==> src/rtl/timer_pkg.sv <==
// Shared types and helpers for the modulo-N down-counter/timer.
package timer_pkg;

    typedef enum logic {
        IDLE = 1'b0,
        RUN  = 1'b1
    } state_t;

    localparam logic MODE_AUTO    = 1'b0;
    localparam logic MODE_ONESHOT = 1'b1;

    // Out-of-range requests (0 or >= n) fall back to the full modulus n-1.
    function automatic int eff_start(int load_val, int n);
        return ((load_val >= 1) && (load_val <= n - 1)) ? load_val : n - 1;
    endfunction

endpackage

==> src/rtl/tick_prescaler.sv <==
// Divides CE down to one TICK every PRESC-th enabled cycle; CLR restarts the division.
module tick_prescaler #(
    parameter int PRESC = 8
) (
    input  logic CLK,
    input  logic RST,
    input  logic CE,
    input  logic CLR,
    output logic TICK
);

    localparam int             CW   = (PRESC > 1) ? $clog2(PRESC) : 1;
    localparam logic [CW-1:0]  LAST = CW'(PRESC - 1);

    logic [CW-1:0] cnt;

    // NOTE: sequential state uses non-blocking assignments so every flop samples pre-edge values.
    always_ff @(posedge CLK) begin
        if (RST || CLR) begin
            cnt <= '0;
        end else if (CE) begin
            cnt <= (cnt == LAST) ? '0 : cnt + CW'(1);
        end
    end

    assign TICK = CE && (cnt == LAST);

endmodule

==> src/rtl/timer_mod_n_down.sv <==
// Loadable modulo-N down-counter with terminal-count pulse, auto-reload or one-shot.
// Define TIMER_PRESCALER_EN to tick only on every PRESC-th CE-high cycle.
module timer_mod_n_down
    import timer_pkg::*;
#(
    parameter int N     = 4,
    parameter int WIDTH = $clog2(N),
    parameter int PRESC = 8
) (
    input  logic             CLK,
    input  logic             RST,
    input  logic             CE,
    input  logic             START,
    input  logic             STOP,
    input  logic [WIDTH:0]   LOAD_VAL,
    input  logic             MODE,
    output logic [WIDTH:0]   y,
    output logic             TC,
    output logic             BUSY
);

    typedef logic [WIDTH:0] cnt_t;

    state_t state, state_next;
    cnt_t   y_next, load_q, load_next, start_val;
    logic   mode_q, mode_next, tc_next, tick;

    if (PRESC < 1) begin : g_bad_presc
        $error("timer_mod_n_down: PRESC must be at least 1");
    end

    assign start_val = cnt_t'(eff_start(32'(LOAD_VAL), N));

`ifdef TIMER_PRESCALER_EN
    // Division restarts on any START/STOP and whenever the timer drops back to IDLE.
    logic presc_clr;
    assign presc_clr = START || STOP || (state_next == IDLE);

    tick_prescaler #(.PRESC(PRESC)) u_tick_prescaler (
        .CLK  (CLK),
        .RST  (RST),
        .CE   (CE && (state == RUN)),
        .CLR  (presc_clr),
        .TICK (tick)
    );
`else
    assign tick = CE;
`endif

    // NOTE: every output of this block gets a default first, so no path can infer a latch.
    always_comb begin
        state_next = state;
        y_next     = y;
        load_next  = load_q;
        mode_next  = mode_q;
        tc_next    = 1'b0;
        unique case (state)
            IDLE: begin
                y_next = '0;
                if (START && !STOP) begin
                    state_next = RUN;
                    y_next     = start_val;
                    load_next  = start_val;
                    mode_next  = MODE;
                end
            end
            RUN: begin
                if (STOP) begin
                    state_next = IDLE;
                    y_next     = '0;
                end else if (START) begin
                    y_next    = start_val;
                    load_next = start_val;
                    mode_next = MODE;
                end else if (tick) begin
                    if (y != '0) begin
                        y_next = y - cnt_t'(1);
                    end else begin
                        tc_next = 1'b1;
                        if (mode_q == MODE_ONESHOT) begin
                            state_next = IDLE;
                            y_next     = '0;
                        end else begin
                            y_next = load_q;
                        end
                    end
                end
            end
            default: state_next = IDLE;
        endcase
    end

    // NOTE: reset is synchronous; all registers here are small control state, none is a memory.
    always_ff @(posedge CLK) begin
        if (RST) begin
            state  <= IDLE;
            y      <= '0;
            TC     <= 1'b0;
            load_q <= cnt_t'(N - 1);
            mode_q <= MODE_AUTO;
        end else begin
            state  <= state_next;
            y      <= y_next;
            TC     <= tc_next;
            load_q <= load_next;
            mode_q <= mode_next;
        end
    end

    assign BUSY = (state == RUN);

endmodule
==> config.mk <==
export PLATFORM = sky130hd
export DESIGN_NAME = timer_mod_n_down
export DESIGN_NICKNAME = d
export VERILOG_FILES = /design/src/rtl/timer_pkg.sv /design/src/rtl/tick_prescaler.sv /design/src/rtl/timer_mod_n_down.sv
export SDC_FILE = /design/constraint.sdc
export NUM_CORES = 1
export LEC_CHECK = 0
export BUFFER_PORTS_ARGS = -buffer_cell sky130_fd_sc_hd__buf_4
export CORE_MARGIN = 3
export CORE_UTILIZATION = 35
export CTS_CLUSTER_SIZE = 30
export DETAILED_ROUTE_END_ITERATION = 8
export HOLD_SLACK_MARGIN = 0.08
export PLACE_DENSITY = 0.63
export SLEW_MARGIN = 0
export SYNTH_ARGS = -nofsm -noshare
export SYNTH_HDL_FRONTEND = slang
export SYNTH_SLANG_ARGS = --single-unit
==> constraint.sdc <==
create_clock -name CLK -period 1.2 [get_ports CLK]
set_input_delay 0.06 -clock CLK [delete_from_list [all_inputs] [get_ports CLK]]
set_output_delay 0.06 -clock CLK [all_outputs]
set_load 0.005 [all_outputs]
=== After elaboration in Yosys (flattened, before gate mapping) ===
Cells that the tools add are included.

* Bits in registers: 9
* Input port bits: 9
* Output and inout bits: 5
* Word-level logic and storage cells: 44

* $add $sub $neg: 1
* $lt $le $gt $ge: 2
* Eq/ne operators: 4
* Mux-type cells: 24
* Bitwise gates (word level): 2
* Reduce and logical (&&, ||, !) cells: 6

{| class="wikitable"
|+ Operators with widths
! kind !! count
|-
| two-way mux 3 bit || 10
|-
| case mux 3 bit (2 select lines) || 2
|-
| two-way mux 1 bit || 10
|-
| != test 2 bit (second input constant) || 3
|-
| OR reduction 5 bit || 1
|-
| != test 4 bit (second input constant) || 1
|-
| case mux 1 bit (2 select lines) || 2
|-
| >= comparator 3 x 1 -> 1 bit (second input constant) || 1
|-
| less-or-equal comparator 3 x 2 -> 1 bit (second input constant) || 1
|-
| AND reduction 3 bit || 1
|-
| nonzero test 3 bit || 1
|-
| subtractor 3 x 1 -> 3 bit (second input constant) || 1
|-
| logical AND 1 bit || 2
|-
| NOT 1 bit || 2
|-
| logical NOT 1 bit || 1
|}

=== Depth between registers and ports, before layout ===
* Word-level depth: 6
* Depth in mapped cells: 5

=== Least setup slack after synthesis ===
Ideal clock, no wire load.

* Kind: flip-flop to flip-flop
* Start point: reg y[0]
* End point: reg y[1]
* Setup time: 79 ps
* Data arrival time: 1196 ps
* Data required time: 1121 ps
* Setup slack: -76 ps
* Stages on the path, launching flop included: 6
* Buffers on the path: 0
* Cells stage by stage: dfxtp_1 inv_1 ha_1 nor2b_4 o211a_1 a211oi_2

* Word-level cells in the longest chain between the ends: 6
* Elaborated cells between the ends (all ways): 7
* Classes of those cells: 1 x add/sub; 5 x mux; 1 x reduce/logical

{| class="wikitable"
|+ RTL lines
! what !! line !! RTL
|-
| start: declaration || timer_mod_n_down.sv:17 || <nowiki>output logic [WIDTH:0] y,</nowiki>
|-
| start signal: assignment || timer_mod_n_down.sv:103 || <nowiki>y <= y_next;</nowiki>
|-
| subtractor 3 x 1 -> 3 bit / nonzero test 3 bit (equally long branches) || timer_mod_n_down.sv:77, timer_mod_n_down.sv:76 ||
|-
| two-way mux 3 bit * || timer_mod_n_down.sv:76 || <nowiki>if (y != '0) begin</nowiki>
|-
| two-way mux 3 bit * || timer_mod_n_down.sv:75 || <nowiki>end else if (tick) begin</nowiki>
|-
| two-way mux 3 bit * || timer_mod_n_down.sv:71 || <nowiki>end else if (START) begin</nowiki>
|-
| two-way mux 3 bit * || timer_mod_n_down.sv:68 || <nowiki>if (STOP) begin</nowiki>
|-
| case mux 3 bit (2 select lines) * || timer_mod_n_down.sv:57 || <nowiki>unique case (state)</nowiki>
|}

Every way passes the cells marked *; elsewhere a longest branch is shown, timed or not. The select of a mux whose other input is x is not followed.
A chain may end at the register's enable or synchronous reset.

=== Worst setup path after layout ===
* Start point: reg y[1]
* End point: reg y[0]

* Word-level cells in the longest chain between the ends: 6

{| class="wikitable"
|+ RTL lines
! what !! line
|-
| nonzero test 3 bit || timer_mod_n_down.sv:76
|-
| two-way mux 3 bit || timer_mod_n_down.sv:76
|-
| two-way mux 3 bit || timer_mod_n_down.sv:75
|-
| two-way mux 3 bit || timer_mod_n_down.sv:71
|-
| two-way mux 3 bit || timer_mod_n_down.sv:68
|-
| case mux 3 bit (2 select lines) || timer_mod_n_down.sv:57
|}

Every way passes these cells. The select of a mux whose other input is x is not followed.

==> results.toml <==
[sta]
grt_setup_unrepaired = "yes"
hold_violations = 0
slew_headroom_pct = 80.0
post-route-worst-setup-slack_ps = 47.1
worstMarginPinSlew_ps = 299
period_minus_slack_ps = 1150
clock.fmax_mhz = 867
skew_ps = 7.62
fin_crit_sh_pct = 96.1
slew_viol_final = 0
setup_viol = 0

[synthesis]
synth_area_leaders = "dfxtp_1 37%, a21oi_1 7.2%, a211oi_2 5.2%"
synth-compound-area-share_pct = 23.0
synth-simple-area-share_pct = 32.3
ys.warnings.count = 0
synth_seq_cells = 9
synth_area_um2 = 484
synth_edf_count = 0
yosysTopAreaCell = "dfxtp_1"
synth_flop_cell = "dfxtp_1"
synth_top_area_share_pct = 37.2
synth_mux_area_share_pct = 0
synth_xor_area_share_pct = 0
yosysSeqAreaShare_pct = 37.2
yosysMostFrequentCell = "dfxtp_1"
syn_inst = 51
avgSynthCellArea_um2 = 9.49
synthAdderAreaFrac_pct = 5.17
synth_top_family_by_area = "simple AND/OR/NAND/NOR gates"
syn-num-nets = 62
synth_cell_types = 22
synthArstFlopShare_pct = 0
ys_top_cells_by_count = "9 x dfxtp_1, 7 x a21oi_1, 6 x nand2_1, 3 x inv_1"

[critical_path]
required_ps = 1390
crit_type = "reg -> reg"
r2r_slack_ps = 50
cp_max_fo = 6
rr_endpoint = "y[0]"
timing.rr.start = "y[1]"
crit_path_end_kind = "flip-flop"
worstRegToRegCells = 5
startpoint_type = "flip-flop"
arrival_ps = 1340

[power_and_ir_drop]
totalPowerFinal_mw = 0.696
power_density_mw_per_mm2 = 1010
total_leakage_power_nw = 0.320
vdd_drop_max_mv = 0.767

[route]
ant_nets = 0
via_per_inst = 5.02
dr.pass1.iters = 3
wl_um = 1040
drt_iter0_drc = 1
drcViolationCount = 0
vias = 437
wl_per_cell_um = 11.9

[floorplanning]
die_x_um = 43.2
die_y_um = 43.2
pin_count = 14
initial_core_util_pct = 40.3
design.die.area_mm2 = 0.00187
core-area_mm2 = 0.00120
rows = 12

[global_route]
grt_pass1_vias = 374
grt_first_pass_wirelength_um = 1570
grt-ovfl-total = 0
antenna_found_initial = 0
groute.usage.overall_pct = 11.9
grt_max_degree = 9

[hold_path]
hold_end = "TC"
hp-start = "CE"
hold_depth = 2
holdCritPathClass = "in -> reg"

[clocking]
cts-root-buf = "clkbuf_4"
worstSkewPairLatency_ps = 260
cts_tree = "built"
cts_num_sinks = 9
clock_tree.buffer_depth = 2
cts_max_level = 1
cts_buffers = 3
clk_pin_slew_worst_paths_ps = 70

[layout]
nets = 85
n_antenna_cell = 0
area_growth_pct = 41.9
drive_gt1_share_pct = 38.4

[placed_design]
gp_congestion = 0.673
dp_hpwl_um = 741
io_buffers = 13
pre_cts_ws_ps = -27.9

[run_status]
status = "finished clean"

[job]
maxCapViolCount = 0
-- power by group --
group          switching, mW  total (mW)  internal, mW  leakage, nW
registers            0.00714       0.318         0.311       0.0743
clock network          0.114       0.242         0.128       0.0150
logic                 0.0591       0.136        0.0771        0.231
-- stage by stage --
step	cell area, um^2	TNS (ps)	std cells	hold WS [ps]	utilization [%]
CTS	686	0	87	95.8	57.1
detailed placement	618	-27.9	80	277	51.5
finish	687	0	87	101	57.2
floorplan	488	0	51	129	-
global placement	618	-13.2	80	274	51.5
global route	687	-25.3	87	110	57.2
-- state kept, by name, summed over array words and instances (netlist names) --
name    cells
BUSY        1
load_q      3
y           3
TC          1
mode_q      1
-- layout make-up --
type	count	area, um^2
fillers	126	514
multi-input cells	39	307
flip-flops and latches	9	183
repair buffers	18	143
clock buffers	4	26.3
well taps	14	17.5
inverters	3	11.3
-- metal layers --
layer	global-route usage [%]	wire (um)
met2	21.2	514
met4	3.61	0
met5	0	0
met1	11.5	450
met3	6.78	71
-- worst max path at each step --
stage / start / end / slack [ps] / cells after the start
final: y[1] / y[0] / 50 / 5
after global routing: y[1] / y[0] / -20 / 5
after CTS: y[1] / y[0] / 10 / 5
after detailed placement: y[1] / y[0] / -30 / 5
after global placement: y[0] / y[0] / -10 / 5
after floorplan: y[1] / y[0] / 1 / 5
-- cells in the final DEF (no fill, tap or decap), types with 3 or more instances in the layout --
master / n
dlygate4sd3_1: 3
clkbuf_4: 3
a21oi_1: 7
nand2_1: 6
dfxtp_1: 7
buf_4: 15
-- worst max-delay path: stages, from the launching register on --
cell      delay [ps]
dfxtp_2          340
inv_2             50
ha_4             170
nor2b_4          130
o211a_1          220
a211oi_2         170
-- what timing repair did --
action / in CTS / in global routing
hold endpoints to repair: 6 / 0
buffers inserted: 0 / 0
gates resized for setup: 4 / 1
endpoints found under the setup margin: 2 / 2
hold buffers: 3 / 0
pin swaps: 1 / 2
-- kinds of logic (layout without fill, tap and decap cells) --
kind of cell	Yosys count	in the layout
AOI/OAI and AO/OA	15	15
adders and majority gates	2	2
buffers and inverters	3	25
DFF	9	9
and+or+nand+nor	22	22
(Power assumes the default switching activity.)
